## src/rtl/mmc1_pkg.sv

```systemverilog
// Shared constants and types for the MMC1 mapper CPU-side blocks.
package mmc1_pkg;

  localparam int unsigned SHIFT_LEN = 5;
  localparam int unsigned CNT_W     = 3;

  localparam logic [1:0] REG_CONTROL = 2'd0;
  localparam logic [1:0] REG_CHR0    = 2'd1;
  localparam logic [1:0] REG_CHR1    = 2'd2;
  localparam logic [1:0] REG_PRG     = 2'd3;

  localparam logic [SHIFT_LEN-1:0] CTRL_RESET_MASK = 5'b01100;

  // Number of serial bits currently held; BIT4 means the next write commits.
  typedef enum logic [CNT_W-1:0] {
    ST_EMPTY = 3'd0,
    ST_BIT1  = 3'd1,
    ST_BIT2  = 3'd2,
    ST_BIT3  = 3'd3,
    ST_BIT4  = 3'd4
  } shift_state_e;

endpackage

```

## src/rtl/mmc1_write_filter.sv

```systemverilog
// Detects CPU writes to $8000-$FFFF and suppresses the second write of a
// read-modify-write pair; D7 reset writes always pass.
module mmc1_write_filter #(
  parameter bit FILTER_CONSEC = 1'b1
) (
  input  logic CPU_M2,
  input  logic nRESET,
  input  logic nCPU_ROMSEL,
  input  logic nCPU_RW,
  input  logic CPU_D7,
  output logic accept_c,
  output logic wr_prev
);

  logic wr_event_c;

  assign wr_event_c = !nCPU_ROMSEL && !nCPU_RW;
  assign accept_c   = wr_event_c && (CPU_D7 || !(FILTER_CONSEC && wr_prev));

  // Remembers whether the previous M2 cycle carried any ROM-space write.
  always_ff @(negedge CPU_M2 or negedge nRESET) begin
    if (!nRESET) wr_prev <= 1'b0;
    else         wr_prev <= wr_event_c;
  end

endmodule

```

## src/rtl/mmc1_serial_port.sv

```systemverilog
// MMC1 serial write port: assembles five D0 writes into one register value
// and emits commit / control-reset strobes on the falling M2 edge.
module mmc1_serial_port
  import mmc1_pkg::*;
#(
  parameter bit FILTER_CONSEC = 1'b1
) (
  input  logic       CPU_M2,
  input  logic       nRESET,
  input  logic       nCPU_ROMSEL,
  input  logic       nCPU_RW,
  input  logic       CPU_A14,
  input  logic       CPU_A13,
  input  logic       CPU_D0,
  input  logic       CPU_D7,
  output logic       REG_WE,
  output logic [1:0] REG_SEL,
  output logic [4:0] REG_DATA,
  output logic       CTRL_RESET,
  output logic [2:0] SHIFT_CNT
);

  logic                 accept_c;
  logic                 wr_prev;
  shift_state_e         state, state_nx;
  logic [SHIFT_LEN-1:0] shift_q, shift_nx, shift_in_c;
  logic                 we_nx, cr_nx;
  logic [1:0]           sel_nx;
  logic [SHIFT_LEN-1:0] data_nx;

  mmc1_write_filter #(.FILTER_CONSEC(FILTER_CONSEC)) u_filter (
    .CPU_M2      (CPU_M2),
    .nRESET      (nRESET),
    .nCPU_ROMSEL (nCPU_ROMSEL),
    .nCPU_RW     (nCPU_RW),
    .CPU_D7      (CPU_D7),
    .accept_c    (accept_c),
    .wr_prev     (wr_prev)
  );

  // New bits enter at the top so the first write ends up in bit 0.
  assign shift_in_c = {CPU_D0, shift_q[SHIFT_LEN-1:1]};
  assign SHIFT_CNT  = 3'(state);

  always_comb begin
    state_nx = state;
    shift_nx = shift_q;
    we_nx    = 1'b0;
    cr_nx    = 1'b0;
    sel_nx   = REG_SEL;
    data_nx  = REG_DATA;
    if (accept_c) begin
      if (CPU_D7) begin
        state_nx = ST_EMPTY;
        shift_nx = '0;
        cr_nx    = 1'b1;
      end else begin
        shift_nx = shift_in_c;
        case (state)
          ST_EMPTY: state_nx = ST_BIT1;
          ST_BIT1:  state_nx = ST_BIT2;
          ST_BIT2:  state_nx = ST_BIT3;
          ST_BIT3:  state_nx = ST_BIT4;
          ST_BIT4: begin
            state_nx = ST_EMPTY;
            shift_nx = '0;
            data_nx  = shift_in_c;
            sel_nx   = {CPU_A14, CPU_A13};
            we_nx    = 1'b1;
          end
          default: begin
            state_nx = ST_EMPTY;
            shift_nx = '0;
          end
        endcase
      end
    end
  end

  always_ff @(negedge CPU_M2 or negedge nRESET) begin
    if (!nRESET) begin
      state      <= ST_EMPTY;
      shift_q    <= '0;
      REG_WE     <= 1'b0;
      CTRL_RESET <= 1'b0;
      REG_SEL    <= REG_CONTROL;
      REG_DATA   <= '0;
    end else begin
      state      <= state_nx;
      shift_q    <= shift_nx;
      REG_WE     <= we_nx;
      CTRL_RESET <= cr_nx;
      REG_SEL    <= sel_nx;
      REG_DATA   <= data_nx;
    end
  end

endmodule

```

## config.mk

```make
export PLATFORM = sky130hd
export DESIGN_NAME = mmc1_serial_port
export DESIGN_NICKNAME = d
export VERILOG_FILES = /design/src/rtl/mmc1_pkg.sv /design/src/rtl/mmc1_write_filter.sv /design/src/rtl/mmc1_serial_port.sv
export SDC_FILE = /design/constraint.sdc
export NUM_CORES = 1
export LEC_CHECK = 0
export CAP_MARGIN = 20
export CORE_AREA = 2 2 51 53
export DETAILED_ROUTE_END_ITERATION = 8
export DIE_AREA = 0 0 53 55
export GPL_ROUTABILITY_DRIVEN = 0
export PLACE_DENSITY = 0.59
export SYNTH_ARGS = -nofsm -noshare
export SYNTH_HDL_FRONTEND = slang
export SYNTH_SLANG_ARGS = --single-unit
```

## constraint.sdc

```tcl
create_clock -name CPU_M2 -period 1.65 [get_ports CPU_M2]
set_input_delay 0.33 -clock CPU_M2 [delete_from_list [all_inputs] [get_ports CPU_M2]]
set_output_delay 0.33 -clock CPU_M2 [all_outputs]
set_load 0.005 [all_outputs]
```

[Word level (Yosys, flattened, before mapping)]
Index checks and enable logic that the tools add are counted.
Word-level totals
  flip-flop bits (word level): 18
  input port bits: 8
  output and inout bits: 12
Cells by class
  equality and inequality tests: 4
  reduce and logical (&&, ||, !) cells: 9
  mux-type cells: 9
  bitwise gates (word level): 1
Operators with widths (number)
  case mux 3 bit (4 select lines): 1
  2-to-1 mux 5 bit: 2
  equality test 3 x 2 -> 1 bit (second input constant): 2
  2-to-1 mux 1 bit: 5
  OR reduction 4 bit: 1
  equality test 3 x 1 -> 1 bit (second input constant): 1
  equality test 3 bit (second input constant): 1
  logical NOT 1 bit: 3
  logical NOT 3 bit: 1
  2-to-1 mux 3 bit: 1
  AND reduction 3 bit: 1
  logical AND 1 bit: 2
  logical OR 1 bit: 1
  NOT 1 bit: 1

[Logic depth before layout (Yosys ltp)]
  depth after elaboration: 4
  mapped depth: 4
  depth with buffers taken out: 3

[Hierarchy]
A second synthesis with hierarchy kept.
Unflattened totals
  cells, all modules: 52
  area total of the unflattened synthesis: 678.2 sq um
Modules (own cells, without submodules)
  mmc1_serial_port: area an instance 635.6 sq um, seq. area each 400.4 sq um, instances 1, cells an instance 48
  mmc1_write_filter: area an instance 42.5 sq um, seq. area each 25.0 sq um, instances 1, cells an instance 4

==> results_dict.tcl <==
set metrics [dict create \
    status "finished, violations left" \
    violations "negative setup slack" \
    hold_depth 1 \
    io_pins 20 \
    maxSlewHeadroom_pct 83.3 \
    synth_compound_area_share_pct 9.02 \
    cp_num_cells 1 \
    max-clock-path-buffers 2 \
    setup_viol_count_final 26 \
    htreeDepth 1 \
    synth_xor_area_share_pct 0 \
    cap_violations 0 \
    whs_ns 0.449 \
    dr_total_vias 493 \
    grt_pass1_vias 482 \
    syn-mean-instance-area_um2 15.1 \
    fin_ws_ns -0.332 \
    worstSetupEndpointType "output port" \
    nFillCells 239 \
    postSynthCellCount 44 \
    dieHeight_um 55 \
    layout-area-overhead-vs-synth_pct 54.5 \
    placed_cells 100 \
    synth_top_family_by_area "multiplexers" \
    skew_ns 0.00562 \
    max_slew.worst_pin.slew_ns 0.247 \
    path_delay_family "flip-flops" \
    synth-seq-area-share_pct 63.9 \
    die_area_um2 2920 \
    hp-class "reg2reg" \
    numCtsBuffers 3 \
    slew_viol_final 0 \
    r2r_cells 4 \
    fp.dieW_um 53 \
    dp_hpwl_um 931 \
    cts_tree "built" \
    wl_per_cell_um 11.9 \
    cts-root-buf "clkbuf_4" \
    synthesis.area_um2 666 \
    irDropWorstVdd_uv 516 \
    place_ws_ns -0.882 \
    regArea_um2 425 \
    hold_violations 0 \
    synthAdderAreaFrac_pct 0 \
    critPathRequiredTime_ns 1.32 \
    start_kind "flip-flop" \
    cp_slowest_cell "dfrtn_1" \
    p_leak_uw 0.000540 \
    critical_path_arrival_ns 1.65 \
    drt_iter0_markers 8 \
    antenna_left 0 \
    final_nets 88 \
    wl_um 1300 \
    crit_type "reg2out" \
    io_buffers 19 \
    grt_overflow_total 0 \
    grt_max_degree 18 \
    grt_util_all_layers_pct 11.0 \
    synthSimpleGateAreaFrac_pct 11.8 \
    drc 0 \
    synth_cell_type_count 16 \
    syn-num-nets 52 \
    final_area_um2 1030 \
    initial_core_util_pct 28.1 \
    clock-sinks 17 \
    ys_ff_latch 17 \
    rsz0062_at_grt "yes" \
    grt_pass1_wl_um 2280 \
    firstDrtPassIters 4 \
    clkLatencyLatePin_ns 0.29 \
    total_power_uw 936 \
    p_per_area_nw_per_um2 910 \
    diodes 0 \
    vias_per_cell 4.52 \
    core_um2 2360 \
    slowest_delay_ns 0.43 \
    multi_input_area_um2 264 \
    dpl_cell_area_um2 977 \
    clkTransAtPathRegs_ns 0.07 \
    antenna_found_initial 0 \
    yosysWarningCount 0 \
    critPathMaxFanout 2 \
    crit_buf_inv 1 \
    path_cells "buf_2" \
    drive_gt1_share_pct 59.5 \
    final_cells 109 \
    num_rows 18 \
    synth.area.mux_share_pct 13.5 \
]
[layer usage]
layer  part of all wire (%)  vias to the layer above  global-route usage, %
met5                      0                        -                      0
met4                    1.0                        0                   6.41
met3                    4.9                        2                   1.61
met2                     49                       10                   17.1
met1                     45                      248                   14.6
li1                       -                      233                      -
[cells by family (layout without fill, tap and decap cells)]
kind of cell,Yosys count,in the layout
flip-flops,17,17
AND/OR/NAND/NOR,9,9
multiplexers,8,8
AO/OA/AOI/OAI,7,7
buffers and inverters,3,38
[layout make-up]
class,instances,area share [%]
Tap cell,30,3.65
Sequential cell,17,41.4
Timing Repair Buffer,32,25.9
Clock buffer,3,2.19
Multi-Input combinational cell,24,25.7
Clock inverter,1,0.487
Inverter,2,0.730
[power breakdown]
group | switching (uW) | internal [uW]
sequential | 21.6 | 463
combinational | 92.7 | 136
clock | 134 | 90.0
total | 248 | 688
[Yosys cell counts, drive strengths merged]
| cell | number | share of area (%) |
|---|---|---|
| nor4 | 1 | 1.9 |
| and3b | 1 | 1.5 |
| and2 | 1 | 0.94 |
| mux2 | 8 | 14 |
| o21ai | 1 | 0.75 |
| nor2 | 3 | 2.8 |
| inv | 2 | 1.1 |
| a32o | 1 | 1.5 |
| a22o | 4 | 5.3 |
| or4b | 1 | 1.5 |
| clkbuf | 1 | 0.56 |
| dfrtn | 17 | 64 |
| nor4b | 1 | 1.3 |
| a211o | 1 | 1.5 |
| nand4 | 1 | 1.9 |
[path summary, 6_finish.rpt]
path,start,endpoint,slack (ns)
worst min-delay path,REG_DATA[2],REG_DATA[2],0.45
worst max-delay path,REG_DATA[4],REG_DATA[4],-0.33
worst min register to register,REG_DATA[2],REG_DATA[2],0.45
worst max register to register,SHIFT_CNT[1],REG_DATA[4],0.28
min in group asynchronous,nRESET,shift_q[3],1.07
max in group asynchronous,nRESET,REG_DATA[1],0.42
[state kept, by name, indices dropped and copies added, names as in the netlist]
signal and cells:
CTRL_RESET 1, REG_DATA 5, u_filter.wr_prev 1, REG_SEL 2, SHIFT_CNT 3, REG_WE 1
shift_q 4
[what timing repair did]
action	in CTS	in global routing
resized for setup	72	4
setup buffers	1	4
pin swaps	5	3
hold buffers	0	0
endpoints found under the setup margin	28	26
[placed cells by master, fill, tap and decap left out]
| cell | synthesis | layout |
|---|---|---|
| buf_2 | 0 | 12 |
| nor4b_1 | 1 | 1 |
| a32o_1 | 1 | 1 |
| nor2_4 | 1 | 2 |
| clkinv_2 | 0 | 1 |
| inv_1 | 2 | 2 |
| buf_12 | 0 | 1 |
| nor2_1 | 2 | 1 |
| clkbuf_4 | 0 | 3 |
| buf_8 | 0 | 3 |
| clkdlybuf4s50_1 | 0 | 4 |
| a211o_2 | 1 | 1 |
| mux2_2 | 8 | 6 |
| a22o_1 | 4 | 4 |
| or4b_1 | 1 | 1 |
| nand4_4 | 0 | 1 |
| nor4_2 | 1 | 1 |
| dfrtn_1 | 17 | 17 |
| buf_4 | 0 | 9 |
| and2_1 | 1 | 1 |
| o21ai_4 | 0 | 1 |
| buf_6 | 0 | 3 |
| and3b_2 | 1 | 1 |
| mux2_4 | 0 | 2 |
[metrics by stage]
| step | utilization, % | setup TNS (ns) |
|---|---|---|
| 2_1_floorplan | - | -3.58 |
| 3_3_place_gp | 41.3 | -16.88 |
| 3_5_place_dp | 41.3 | -17.68 |
| 4_1_cts | 41.6 | -5.10 |
| 5_1_grt | 43.5 | -6.41 |
| 6_report | 43.5 | -5.51 |
Note: power is estimated with default switching activity, not from simulation.
